--- src/rtl/fetch_pkg.sv ---
// fetch_pkg: shared types and constants for the instruction fetch stage
package fetch_pkg;
  localparam int XLEN = 32;
  localparam logic [XLEN-1:0] FETCH_RESET_PC = 32'h0000_0000;
  localparam logic [XLEN-1:0] RV32_NOP = 32'h0000_0013;
  typedef struct packed {
    logic [XLEN-1:0] pc;
    logic [XLEN-1:0] inst;
  } fetch_entry_t;
endpackage

--- src/rtl/fetch_fifo.sv ---
// fetch_fifo: small prefetch FIFO of {pc, inst} entries with flush; head reads 0 when empty
module fetch_fifo
  import fetch_pkg::*;
#(
  parameter int DEPTH = 2,
  parameter int AW = $clog2(DEPTH)
) (
  input  logic         clk,
  input  logic         rst,
  input  logic         push,
  input  logic         pop,
  input  logic         flush,
  input  fetch_entry_t din,
  output fetch_entry_t head,
  output logic [AW:0]  count
);
  fetch_entry_t mem [DEPTH];
  logic [AW-1:0] rd, wr;
  logic do_push, do_pop;
  assign do_pop = pop && count != '0;
  assign do_push = push && (count < (AW+1)'(DEPTH) || do_pop);
  assign head = count != '0 ? mem[rd] : '0;
  always_ff @(posedge clk or posedge rst) begin
    if (rst) begin
      rd <= '0;
      wr <= '0;
      count <= '0;
      for (int i = 0; i < DEPTH; i++) mem[i] <= '0;
    end else if (flush) begin
      rd <= '0;
      wr <= '0;
      count <= '0;
    end else begin
      if (do_push) begin
        mem[wr] <= din;
        wr <= wr + 1'b1;
      end
      if (do_pop) rd <= rd + 1'b1;
      count <= count + (AW+1)'(do_push) - (AW+1)'(do_pop);
    end
  end
endmodule

--- src/rtl/fetch_unit.sv ---
// fetch_unit: drives the instruction ROM, buffers fetched words, handles redirects and range faults
module fetch_unit
  import fetch_pkg::*;
#(
  parameter int WIDTH = 32,
  parameter int DEPTH = 1432,
  parameter logic [WIDTH-1:0] RESET_PC = FETCH_RESET_PC,
  parameter int FIFO_DEPTH = 2
) (
  input  logic             clk,
  input  logic             rst,
  output logic [WIDTH-1:0] rom_address,
  input  logic [WIDTH-1:0] rom_rdata,
  input  logic             redirect_valid,
  input  logic [WIDTH-1:0] redirect_pc,
  output logic             inst_valid,
  input  logic             inst_ready,
  output logic [WIDTH-1:0] inst,
  output logic [WIDTH-1:0] inst_pc,
  output logic             fetch_fault
);
  localparam int CW = $clog2(FIFO_DEPTH) + 1;
  localparam logic [WIDTH:0] LIMIT = (WIDTH+1)'(DEPTH) << 2;
  logic [WIDTH-1:0] fetch_pc, pc_next;
  logic fault, fault_next, in_range, push, pop;
  logic [CW-1:0] count;
  fetch_entry_t head;
  assign in_range = {1'b0, fetch_pc} < LIMIT;
  assign inst_valid = count != '0;
  assign pop = inst_valid && inst_ready;
  assign push = !fault && in_range && (count < CW'(FIFO_DEPTH) || pop);
  // a redirect overrides push/pop; the FIFO flush takes precedence internally
  always_comb begin
    pc_next = redirect_valid ? {redirect_pc[WIDTH-1:2], 2'b00} : push ? fetch_pc + WIDTH'(4) : fetch_pc;
    fault_next = redirect_valid ? |redirect_pc[1:0] : fault | !in_range;
  end
  always_ff @(posedge clk or posedge rst) begin
    if (rst) begin
      fetch_pc <= RESET_PC;
      fault <= 1'b0;
    end else begin
      fetch_pc <= pc_next;
      fault <= fault_next;
    end
  end
  fetch_fifo #(.DEPTH(FIFO_DEPTH)) u_fifo (
    .clk(clk),
    .rst(rst),
    .push(push),
    .pop(pop),
    .flush(redirect_valid),
    .din('{pc: fetch_pc, inst: rom_rdata}),
    .head(head),
    .count(count)
  );
  assign rom_address = fetch_pc;
  assign inst = head.inst;
  assign inst_pc = head.pc;
  assign fetch_fault = fault;
endmodule
--- config.mk ---
export PLATFORM = sky130hd
export DESIGN_NAME = fetch_unit
export DESIGN_NICKNAME = d
export VERILOG_FILES = /design/src/rtl/fetch_pkg.sv /design/src/rtl/fetch_fifo.sv /design/src/rtl/fetch_unit.sv
export SDC_FILE = /design/constraint.sdc
export NUM_CORES = 1
export LEC_CHECK = 0
export ABC_AREA = 1
export CELL_PAD_IN_SITES_DETAIL_PLACEMENT = 1
export CELL_PAD_IN_SITES_GLOBAL_PLACEMENT = 1
export CORE_MARGIN = 5
export CORE_UTILIZATION = 33
export CTS_BUF_LIST = sky130_fd_sc_hd__clkbuf_8
export CTS_CLUSTER_SIZE = 40
export DETAILED_ROUTE_END_ITERATION = 6
export HOLD_SLACK_MARGIN = 0.05
export PLACE_DENSITY = 0.78
export SYNTH_ARGS = -nofsm -noshare
export SYNTH_HDL_FRONTEND = slang
export SYNTH_HIERARCHICAL = 1
export SYNTH_SLANG_ARGS = --single-unit
--- constraint.sdc ---
create_clock -name clk -period 9 [get_ports clk]
set_clock_uncertainty 0.1 [all_clocks]
set_input_delay 0.9 -clock clk [delete_from_list [all_inputs] [get_ports clk]]
set_output_delay 0.9 -clock clk [all_outputs]
set_load 0.05 [all_outputs]
==> summary.txt <==
setup bufs post-CTS -> 0
Final Hold Viols -> 0
Hold Buf Count CTS -> 0
clk buf depth -> 2
IO Count -> 166
n_diodes -> 0
number of global-route vias before repair -> 7,822
global-route wire length before repair -> 42,200 microns
pwr/cell area -> 148 mW/mm^2
number of cell rows -> 57
Max Clock Freq -> 0.244 GHz
cell with the most instances after synthesis -> nand2_1
Slew Viols, Final -> 0
Residual DRC -> 0
Num CTS Buffers -> 17
worst path required time -> 8000 ps
clock root cell -> clkbuf_8
Peak supply drop -> 0.0000723 V
starting DRC count in detailed routing -> 322
synthesized area -> 0.00818 sq mm
final instance area -> 0.0102 sq mm
Most used DFF post-synth -> dfrtp_1
Post-DP HPWL -> 15,800 microns
Post-CTS Resized -> 0
Yosys cell types -> 22
pin count of the biggest net entering global routing -> 106
Critical path buffers and inverters -> 2
Avg Cell Area, Syn -> 7.72 sq um
setup TNS -> 0 ps
CP top delay family -> buffers and inverters
die area -> 0.0280 sq mm
initial antenna violation count -> 0
number of synthesized flops with an enable pin -> 0
Synth Warn # -> 6
max cap viols -> 0
area delta synth->final -> 25.3%
drt total wl -> 25,800 microns
CP max-delay cell -> clkdlybuf4s50_1
final worst-path cycle share -> 45.6%
global-route usage over all layers -> 18.3%
# setup viols final -> 0
Initial Utilization -> 33.5%
Yosys reg bits -> 163
worst-path cell chain -> nor2_4 > buf_4 > a21oi_1 > clkdlybuf4s50_1
gr ovfl total -> 0
Die Ht -> 167 microns
First-pass DRT Iterations -> 4
Worst-Skew Late Latency -> 460 ps
area leader, netlist -> dfrtp_1
placed cell area -> 0.00984 sq mm
die width -> 167 microns
post-layout min period -> 4110 ps
nets@finish -> 1,237
core area -> 0.0244 sq mm
share of Yosys cell area claimed by the top area cell type -> 49.9%
vias per cell -> 5.12
DR WL/cell -> 17.2 microns
placer congestion estimate -> 0.723
kind of critical path -> reg2out
FFs w/ async S/R, synth -> 100%
Startpoint Class -> flop
Leak -> 4.78 nW
critical path peak fanout -> 35
clock sink count -> 163
Worst setup EP type -> output port
CTS tree -> built
Syn Inst Count -> 1,059
share of layout cells above drive strength 1 -> 4.92%
top post-synthesis cells by count -> nand2_1, dfrtp_1, nand4_1
Slew @ Worst Pin -> 1120 ps
Area contributors post-synth -> dfrtp_1, nand2_1, nand4_1
Worst Hold Class -> reg2reg
unrepaired setup endpoints after global routing -> false
# port buffers -> 163
CP max stage delay -> 740 ps
Slew headroom -> 25.4%
CP arrival -> 3110 ps
sequential share of the synthesized area -> 49.9%
status -> finished, final reports clean
via count -> 7,690
CTS clk-pin slew, worst paths -> 90 ps
H-Tree Depth -> 4
DRT antenna net count -> 0
-- cell families after synthesis --
family | Yosys count | synth area share [%]
xor gates and xnor gates | 5 | 0.536
other | 1 | 0.0459
and+or+nand+nor | 700 | 37.1
DFF | 163 | 49.9
adders and majority gates | 3 | 0.459
buffers and inverters | 113 | 7.42
AOI/OAI and AO/OA | 74 | 4.56
-- registers in the layout, summed over array words and instances, names as in the netlist --
register	count
u_fifo/mem	128
rom_address	30
u_fifo/count	2
fetch_fault	1
u_fifo/rd	1
u_fifo/wr	1
-- layout make-up --
type	count	area [sq um]
clock inverters	13	148
well taps	324	405
flip-flops and latches	163	4080
inverters	22	90.1
repair buffers	174	1710
clock buffers	19	262
multi-input cells	788	3550
fillers	2994	14100
-- per-layer routing --
layer,track usage (%),wire (microns),up-vias
met4,3.49,203,0
met3,3.89,1280,20
met1,25.2,12100,3799
met2,30.2,12200,186
met5,0,0,-
li1,-,-,3685
-- worst paths after layout --
path | depth (start not counted) | to | slack (ps) | from
setup / recovery | 4 | inst[31] | 4890 | u_fifo/count[1]$_DFF_PP0_
hold / removal | 2 | u_fifo/mem[2]$_DFFE_PP0P_ | 380 | u_fifo/mem[2]$_DFFE_PP0P_
setup reg to reg | 12 | u_fifo/mem[96]$_DFFE_PP0P_ | 4930 | rom_address[28]$_DFFE_PP0P_
hold reg to reg | 2 | u_fifo/mem[2]$_DFFE_PP0P_ | 380 | u_fifo/mem[2]$_DFFE_PP0P_
max in group asynchronous | 3 | u_fifo/rd$_DFFE_PP0P_ | 6610 | rst
min in group asynchronous | 2 | u_fifo/mem[53]$_DFFE_PP0P_ | 820 | rst
-- tightest hold or removal path, cell delays in order, from the launching register on --
cell and delay (ps):
dfrtp_1 350, nand2_1 50, nand2_1 50
-- metrics by stage --
stage          setup slack [ps]  utilization [%]  hold slack (ps)  instances  power, mW
2_1_floorplan              4470                -              342       1064      0.884
3_3_place_gp               4570             40.3              354       1471      0.970
3_5_place_dp               4480             40.3              358       1471      0.973
4_1_cts                    4860             42.0              380       1503       1.53
5_1_grt                    4560             42.0              398       1503       1.58
6_report                   4890             42.0              377       1503       1.51
-- layout by cell type (no fill, tap or decap), types with 5 or more instances in the layout --
cell,n
clkbuf_8,19
nand3_1,43
nand2_1,496
dfrtp_1,162
inv_1,19
nor2_1,22
buf_4,11
a21oi_1,66
inv_6,5
nand4_1,129
clkdlybuf4s50_1,162
conb_1,6
o21ai_0,7
-- where the power goes --
group	internal, mW	switching, mW
Sequential	0.746	0.0304
Clock	0.265	0.294
Combinational	0.0658	0.114
(Power assumes the default switching activity.)
